`config.mk`:
```
export PLATFORM = sky130hd
export DESIGN_NAME = if_id_stage
export DESIGN_NICKNAME = d
export VERILOG_FILES = /design/src/rtl/riscv_pkg.sv /design/src/rtl/hazard_detection_unit.sv /design/src/rtl/if_id_stage.sv
export SDC_FILE = /design/constraint.sdc
export NUM_CORES = 1
export LEC_CHECK = 0
export ABC_AREA = 0
export BUFFER_PORTS_ARGS = -buffer_cell sky130_fd_sc_hd__buf_2
export CAP_MARGIN = 15
export CORE_MARGIN = 2
export CORE_UTILIZATION = 40
export CTS_BUF_LIST = sky130_fd_sc_hd__clkbuf_4 sky130_fd_sc_hd__clkbuf_8 sky130_fd_sc_hd__clkbuf_16
export DETAILED_ROUTE_END_ITERATION = 10
export GPL_TIMING_DRIVEN = 0
export HOLD_SLACK_MARGIN = 0.15
export PLACE_DENSITY = 0.67
export SYNTH_ARGS = -nofsm -noshare
export SYNTH_HDL_FRONTEND = slang
export SYNTH_SLANG_ARGS = --single-unit
export TNS_END_PERCENT = 5
```
`constraint.sdc`:
```
create_clock -name clk -period 5.8 [get_ports clk]
set_input_delay 1.16 -clock clk [delete_from_list [all_inputs] [get_ports clk]]
set_output_delay 1.16 -clock clk [all_outputs]
set_load 0.05 [all_outputs]
```
`src/rtl/riscv_pkg.sv`:
```
// Shared RISC-V front-end definitions: datapath widths, the canonical NOP,
// the fetch FSM state encoding and a small PC-alignment helper.
package riscv_pkg;

    localparam int XLEN = 64;
    localparam int ILEN = 32;

    // addi x0, x0, 0 -- decodes to no architectural effect.
    localparam logic [ILEN-1:0] NOP_INSTR = 32'h0000_0013;

    typedef enum logic {
        S_IDLE  = 1'b0,
        S_FETCH = 1'b1
    } fetch_state_e;

    function automatic logic [XLEN-1:0] align_pc(input logic [XLEN-1:0] addr);
        return {addr[XLEN-1:2], 2'b00};
    endfunction

endpackage

```
`src/rtl/hazard_detection_unit.sv`:
```
// Load-use hazard detect: a load in ID/EX whose destination feeds either
// source register of the instruction currently held for decode.
module hazard_detection_unit (
    input  logic       idex_memread_i,
    input  logic [4:0] idex_rd_i,
    input  logic       if_id_valid_i,
    input  logic [4:0] if_id_rs1_i,
    input  logic [4:0] if_id_rs2_i,
    output logic       hazard_o
);

    logic rs_match;

    assign rs_match = (idex_rd_i == if_id_rs1_i) || (idex_rd_i == if_id_rs2_i);

    // x0 is hard-wired zero, so a load targeting it never creates a dependency.
    assign hazard_o = idex_memread_i && (idex_rd_i != 5'd0) && if_id_valid_i && rs_match;

endmodule

```
`src/rtl/if_id_stage.sv`:
```
// Instruction-fetch stage with the IF/ID pipeline register: PC, fetch FSM,
// load-use stall and branch redirect handling.
module if_id_stage
    import riscv_pkg::*;
(
    input  logic            clk,
    input  logic            reset,
    output logic            imem_req,
    output logic [XLEN-1:0] imem_addr,
    input  logic            imem_ready,
    input  logic [ILEN-1:0] imem_rdata,
    input  logic            branch_taken,
    input  logic [XLEN-1:0] branch_target,
    input  logic            idex_memread,
    input  logic [4:0]      idex_rd,
    output logic [XLEN-1:0] if_id_pc,
    output logic [ILEN-1:0] if_id_instr,
    output logic            if_id_valid,
    output logic            bubble
);

    fetch_state_e    state_q, state_d;
    logic [XLEN-1:0] pc_q, pc_d;
    logic [XLEN-1:0] if_id_pc_q, if_id_pc_d;
    logic [ILEN-1:0] if_id_instr_q, if_id_instr_d;
    logic            if_id_valid_q, if_id_valid_d;
    logic            hazard;

    hazard_detection_unit u_hazard_detection_unit (
        .idex_memread_i (idex_memread),
        .idex_rd_i      (idex_rd),
        .if_id_valid_i  (if_id_valid_q),
        .if_id_rs1_i    (if_id_instr_q[19:15]),
        .if_id_rs2_i    (if_id_instr_q[24:20]),
        .hazard_o       (hazard)
    );

    // Redirect targets are word-aligned before use; the low bits are dropped.
    logic unused_target_bits;
    assign unused_target_bits = ^branch_target[1:0];

    always_comb begin
        // NOTE: every next-state signal gets a default first, so no path leaves one unassigned and no latch is inferred.
        state_d       = state_q;
        pc_d          = pc_q;
        if_id_pc_d    = if_id_pc_q;
        if_id_instr_d = if_id_instr_q;
        if_id_valid_d = if_id_valid_q;

        unique case (state_q)
            S_IDLE: begin
                state_d = S_FETCH;
            end
            S_FETCH: begin
                if (branch_taken) begin
                    pc_d          = align_pc(branch_target);
                    if_id_instr_d = NOP_INSTR;
                    if_id_valid_d = 1'b0;
                end else if (hazard) begin
                    // Stall: everything holds, the in-flight fetch is dropped.
                end else if (imem_ready) begin
                    if_id_pc_d    = pc_q;
                    if_id_instr_d = imem_rdata;
                    if_id_valid_d = 1'b1;
                    pc_d          = pc_q + XLEN'(4);
                end else begin
                    if_id_instr_d = NOP_INSTR;
                    if_id_valid_d = 1'b0;
                end
            end
            default: begin
                state_d = S_IDLE;
            end
        endcase
    end

    // NOTE: sequential state uses non-blocking assignments so every register samples pre-edge values.
    always_ff @(posedge clk) begin
        if (reset) begin
            state_q       <= S_IDLE;
            pc_q          <= '0;
            if_id_pc_q    <= '0;
            if_id_instr_q <= NOP_INSTR;
            if_id_valid_q <= 1'b0;
        end else begin
            state_q       <= state_d;
            pc_q          <= pc_d;
            if_id_pc_q    <= if_id_pc_d;
            if_id_instr_q <= if_id_instr_d;
            if_id_valid_q <= if_id_valid_d;
        end
    end

    assign imem_req    = (state_q == S_FETCH);
    assign imem_addr   = pc_q;
    assign if_id_pc    = if_id_pc_q;
    assign if_id_instr = if_id_instr_q;
    assign if_id_valid = if_id_valid_q;
    assign bubble      = hazard && !branch_taken;

endmodule

```
# ---- Yosys cells after proc, flatten, opt, wreduce, memory -nomap -nowiden
# Index checks and enable logic that the tools add are counted.
dict set report op_classes {
  add_sub_neg 1
  n_eq_ne 3
  mux 10
  bitwise_logic 2
  n_reduce_logical 11
}
# operator n
set op_table {}
lappend op_table {{$mux 64} 3}
lappend op_table {{$mux 32} 3}
lappend op_table {{$add 64x3->64 const B} 1}
lappend op_table {{$eq 5x5->1} 2}
lappend op_table {{$reduce_bool 5->1} 1}
lappend op_table {{$logic_and 1x1->1} 4}
lappend op_table {{$mux 1} 4}
lappend op_table {{$reduce_and 4->1} 1}
lappend op_table {{$reduce_and 3->1} 1}
lappend op_table {{$ne 2x2->1 const B} 1}
lappend op_table {{$not 1->1} 2}
lappend op_table {{$reduce_and 2->1} 1}
lappend op_table {{$reduce_bool 2->1} 1}
lappend op_table {{$logic_not 1->1} 1}
lappend op_table {{$logic_or 1x1->1} 1}
dict set report totals {
  regBits 162
  in_bits 106
  output_inout_bits 163
  elab_cells 32
}

# ---- Depth between registers and ports, before layout
dict set report depth {
  depth_word 6
  ltp_mapped 9
  mapped_depth_nobuf 7
}

# ---- Modules after synthesis
# From an unflattened synthesis, not the netlist that was laid out.
dict set report hier_totals {
  hier_cells 1013
  hier_area_um2 7833.8
}
# mod n_inst cells_each area_per_inst_um2 seq_area_each_um2
set modules_own_cells {}
lappend modules_own_cells {if_id_stage 1 996 7701.1 3163.0}
lappend modules_own_cells {hazard_detection_unit 1 17 132.6 0.0}

# ---- Worst setup path after synthesis
# OpenSTA, ideal clock, no wires.
dict set report synth_path {
  path_kind {input to output}
  from {input port idex_rd[4]}
  to {output port bubble}
  t_arrival_ns 2.350
  required_time_ns 4.640
  setup_slack_ns 2.290
  path_stages 4
  n_path_buf 0
  path_cell_list {xnor2_1 nand3_1 o22a_1 nor2_1}
}
dict set report synth_between {
  elab_chain_cells 5
  word_cells_on_any_way 8
  cone_classes {eq/ne (2); reduce/logical (6)}
}
# element line_no
set synth_rtl {}
lappend synth_rtl {{start, declared} if_id_stage.sv:15} ;# input logic [4:0] idex_rd,
lappend synth_rtl {{$reduce_bool 5->1} hazard_detection_unit.sv:17} ;# assign hazard_o = idex_memread_i && (idex_rd_i != 5'd0) && if_id_valid_i && rs_match;
lappend synth_rtl {{$logic_and 1x1->1 (2 in series)} hazard_detection_unit.sv:17}
lappend synth_rtl {{$logic_and 1x1->1 (*)} hazard_detection_unit.sv:17}
lappend synth_rtl {{$logic_and 1x1->1 (*)} if_id_stage.sv:99} ;# assign bubble = hazard && !branch_taken;
lappend synth_rtl {{end, declared} if_id_stage.sv:19} ;# output logic bubble
# Mark *: on every way between the ends. The rest lies on a longest branch, timed or not.

# ---- Worst setup path after layout
dict set report layout_path {
  from {input port idex_rd[1]}
  to {output port bubble}
}
# Same word-level chain as after synthesis.

==> flow_summary.toml <==
[setup_path]
reg2reg_from = "if_id_instr[24]$_SDFFE_PP0P_"
startpoint_type = "input pin"
cp.required_ns = 4.64
r2r-end = "if_id_pc[2]$_SDFFE_PP0P_"
rrSetupSlack_ns = 2.92
reg2reg_depth = 8
arrival_ns = 2.56
cp_max_fo = 4
end_kind = "output pin"
worstSetupPathType = "in2out"

[synth]
synth_xor_xnor_area_share_pct = 1.19
synthSimpleGateAreaFrac_pct = 23.3
synthMuxAreaShare_pct = 0.544
synth.cell_area_um2 = 7370
yosys_warnings = 0
synthTopCellsByCount = "196 x nand2_1, 158 x dfxtp_1, 100 x a21oi_1"
synth_top_family_by_area = "compound AO/OA/AOI/OAI gates"
synth_seq_area_share_pct = 42.9
synthCells = 926
synth-compound-area-share_pct = 26.4
ys.flop_type = "dfxtp_1"
synth_top_area_share_pct = 42.9
yosysTopAreaCell = "dfxtp_1"
ys_seq_elements = 158
ys_types = 61
synth_edf_count = 0
avgSynthCellArea_um2 = 7.95
synthAdderAreaFrac_pct = 0.170
synthArstFlopShare_pct = 0
synth.area.top_cells = "dfxtp_1 43%, nand2_1 10%, a21oi_1 6.8%"
yosysMostFrequentCell = "nand2_1"

[drt]
via_per_inst = 5.78
drt-total-wl_um = 29600
drt.antenna.violating_nets = 0
drc = 0
drt_iter0_markers = 962
wl_per_cell_um = 20.4
vias = 8382
first_pass_iters = 5

[die]
io_pins = 269
coreArea_um2 = 18000
die-area_um2 = 19500
dieHeight_um = 140
row_count = 49
die_w_um = 140
start_util_pct = 40.9

[finish]
synthToLayoutAreaGrowth_pct = 29.5
nNetsFinal = 1315
finish.utilization_pct = 52.9
drive_gt1_share_pct = 27.1

[min_path]
min_path_type = "reg2reg"
hold_start = "if_id_pc[19]$_SDFFE_PP0P_"
min_to = "if_id_pc[19]$_SDFFE_PP0P_"
hold_depth = 2

[grt]
use_met2_pct = 46.1
gr-usage-met1_pct = 39.4
grt_start_max_net_pins = 17
antenna_found_initial = 1
overflow = 0
busiest_layer = "met2"
grt_pass1_vias = 7639
grt_pass1_wl_um = 44400
grt_util_met3_pct = 6.74
grtUsageTotal_pct = 29.3

[pwr]
totalPowerFinal_mw = 2.69
ir_drop_v = 0.000202
power.leakage_nw = 3.94
power_density_nw_per_um2 = 282

[timing]
fin_crit_sh_pct = 64.1
setup_tns_ns = 0
rsz0062_at_grt = "false"
worst_pin_slew_ns = 0.938
fmax_mhz = 269
skew_ns = 0.0105
setup_slack_ns = 2.08
finalSetupViolCount = 0
relSlewSlack_pct = 37.3
hold_viol_final = 0
period_needed_ns = 3.72
drv_slew = 0

[cts]
insertion_delay_ns = 0.44
cts_buffers = 17
cts_root_buffer = "clkbuf_16"
clk_pin_slew_worst_paths_ns = 0.07
cts_resized = 0
cts_tree = "done"
ctsHoldBuffers = 0
cts_sinks = 158
clockBufferDepth = 2
post-cts-setup-buffer-count = 0
htree_levels = 4

[placed_design]
portBuffers = 260
gp_congestion = 0.971
dp_hpwl_um = 21700
pre_cts_ws_ns = 2.03

[flow_run]
drv_cap = 0

[outcome]
outcome = "finished clean"
## how the worst max path moves through the flow
stage	cells past startpoint	from	end	slack, ns
finish	6	idex_rd[1]	bubble	2.08
global route	6	idex_rd[1]	bubble	2.03
CTS	6	idex_rd[1]	bubble	2.08
detailed placement	9	idex_rd[0]	if_id_pc[4]$_SDFFE_PP0P_	2.03
global placement	7	idex_rd[1]	if_id_instr[0]$_SDFFE_PP1P_	1.93
floorplan	4	idex_rd[4]	bubble	2.29
## kinds of logic (layout without fill, tap and decap cells)
| family | count (synthesis) | in the layout |
|---|---|---|
| AOI/OAI and AO/OA | 298 | 298 |
| muxes | 4 | 4 |
| xor gates and xnor gates | 10 | 10 |
| DFF | 158 | 158 |
| buffers and inverters | 91 | 383 |
| other | 1 | 5 |
| adders and majority gates | 1 | 1 |
| and+or+nand+nor | 363 | 363 |
## per-layer routing
metal / up-vias / part of all wire (%)
met1: 3857 / 42
met4: 0 / 2.3
met3: 61 / 11
li1: 3933 / -
met2: 531 / 45
met5: - / 0
## state kept, by name (all words and copies together) (netlist names)
name and cells:
if_id_valid 1, if_id_pc 62, imem_addr 62, imem_req 1
if_id_instr 32
## area by class of cell
cell class / count / area, µm²
fill: 1856 / 8490
tap: 229 / 287
clock buffer: 18 / 439
clock inverter: 14 / 131
antenna: 1 / 2.50
timing repair buffer: 260 / 1300
sequential: 158 / 3160
multi-input combinational: 680 / 3820
inverter: 15 / 56.3
buffer: 76 / 339
## worst max-delay path, stage by stage
cell	delay, ns
buf_2	0.12
or4_1	0.54
o211a_1	0.29
nand2_1	0.16
nor2_1	0.06
buf_2	0.22
## through the flow
stage,std cells,hold slack (ns),area [µm²]
detailed placement,1418,0.443,8960
floorplan,929,0.672,7380
CTS,1450,0.452,9540
global route,1451,0.473,9540
finish,1451,0.449,9540
global placement,1418,0.439,8960
## cell usage in the layout (no fill, tap or decap), types with 15 or more instances in the layout
cell	instances
dfxtp_1	158
nor3_1	19
a22o_1	32
nand4_1	18
nand3_1	29
a21oi_1	100
nand2_1	196
a211oi_1	25
clkbuf_1	47
clkbuf_16	17
nor2_1	35
inv_1	15
o21ai_0	44
buf_2	282
## power by group
part / switching (mW) / internal, mW / leakage (nW)
Clock: 0.501 / 0.609 / 0.271
Sequential: 0.0491 / 1.12 / 1.28
Combinational: 0.301 / 0.112 / 2.38
Total: 0.852 / 1.84 / 3.94
Power figures use the tool's default switching activity.
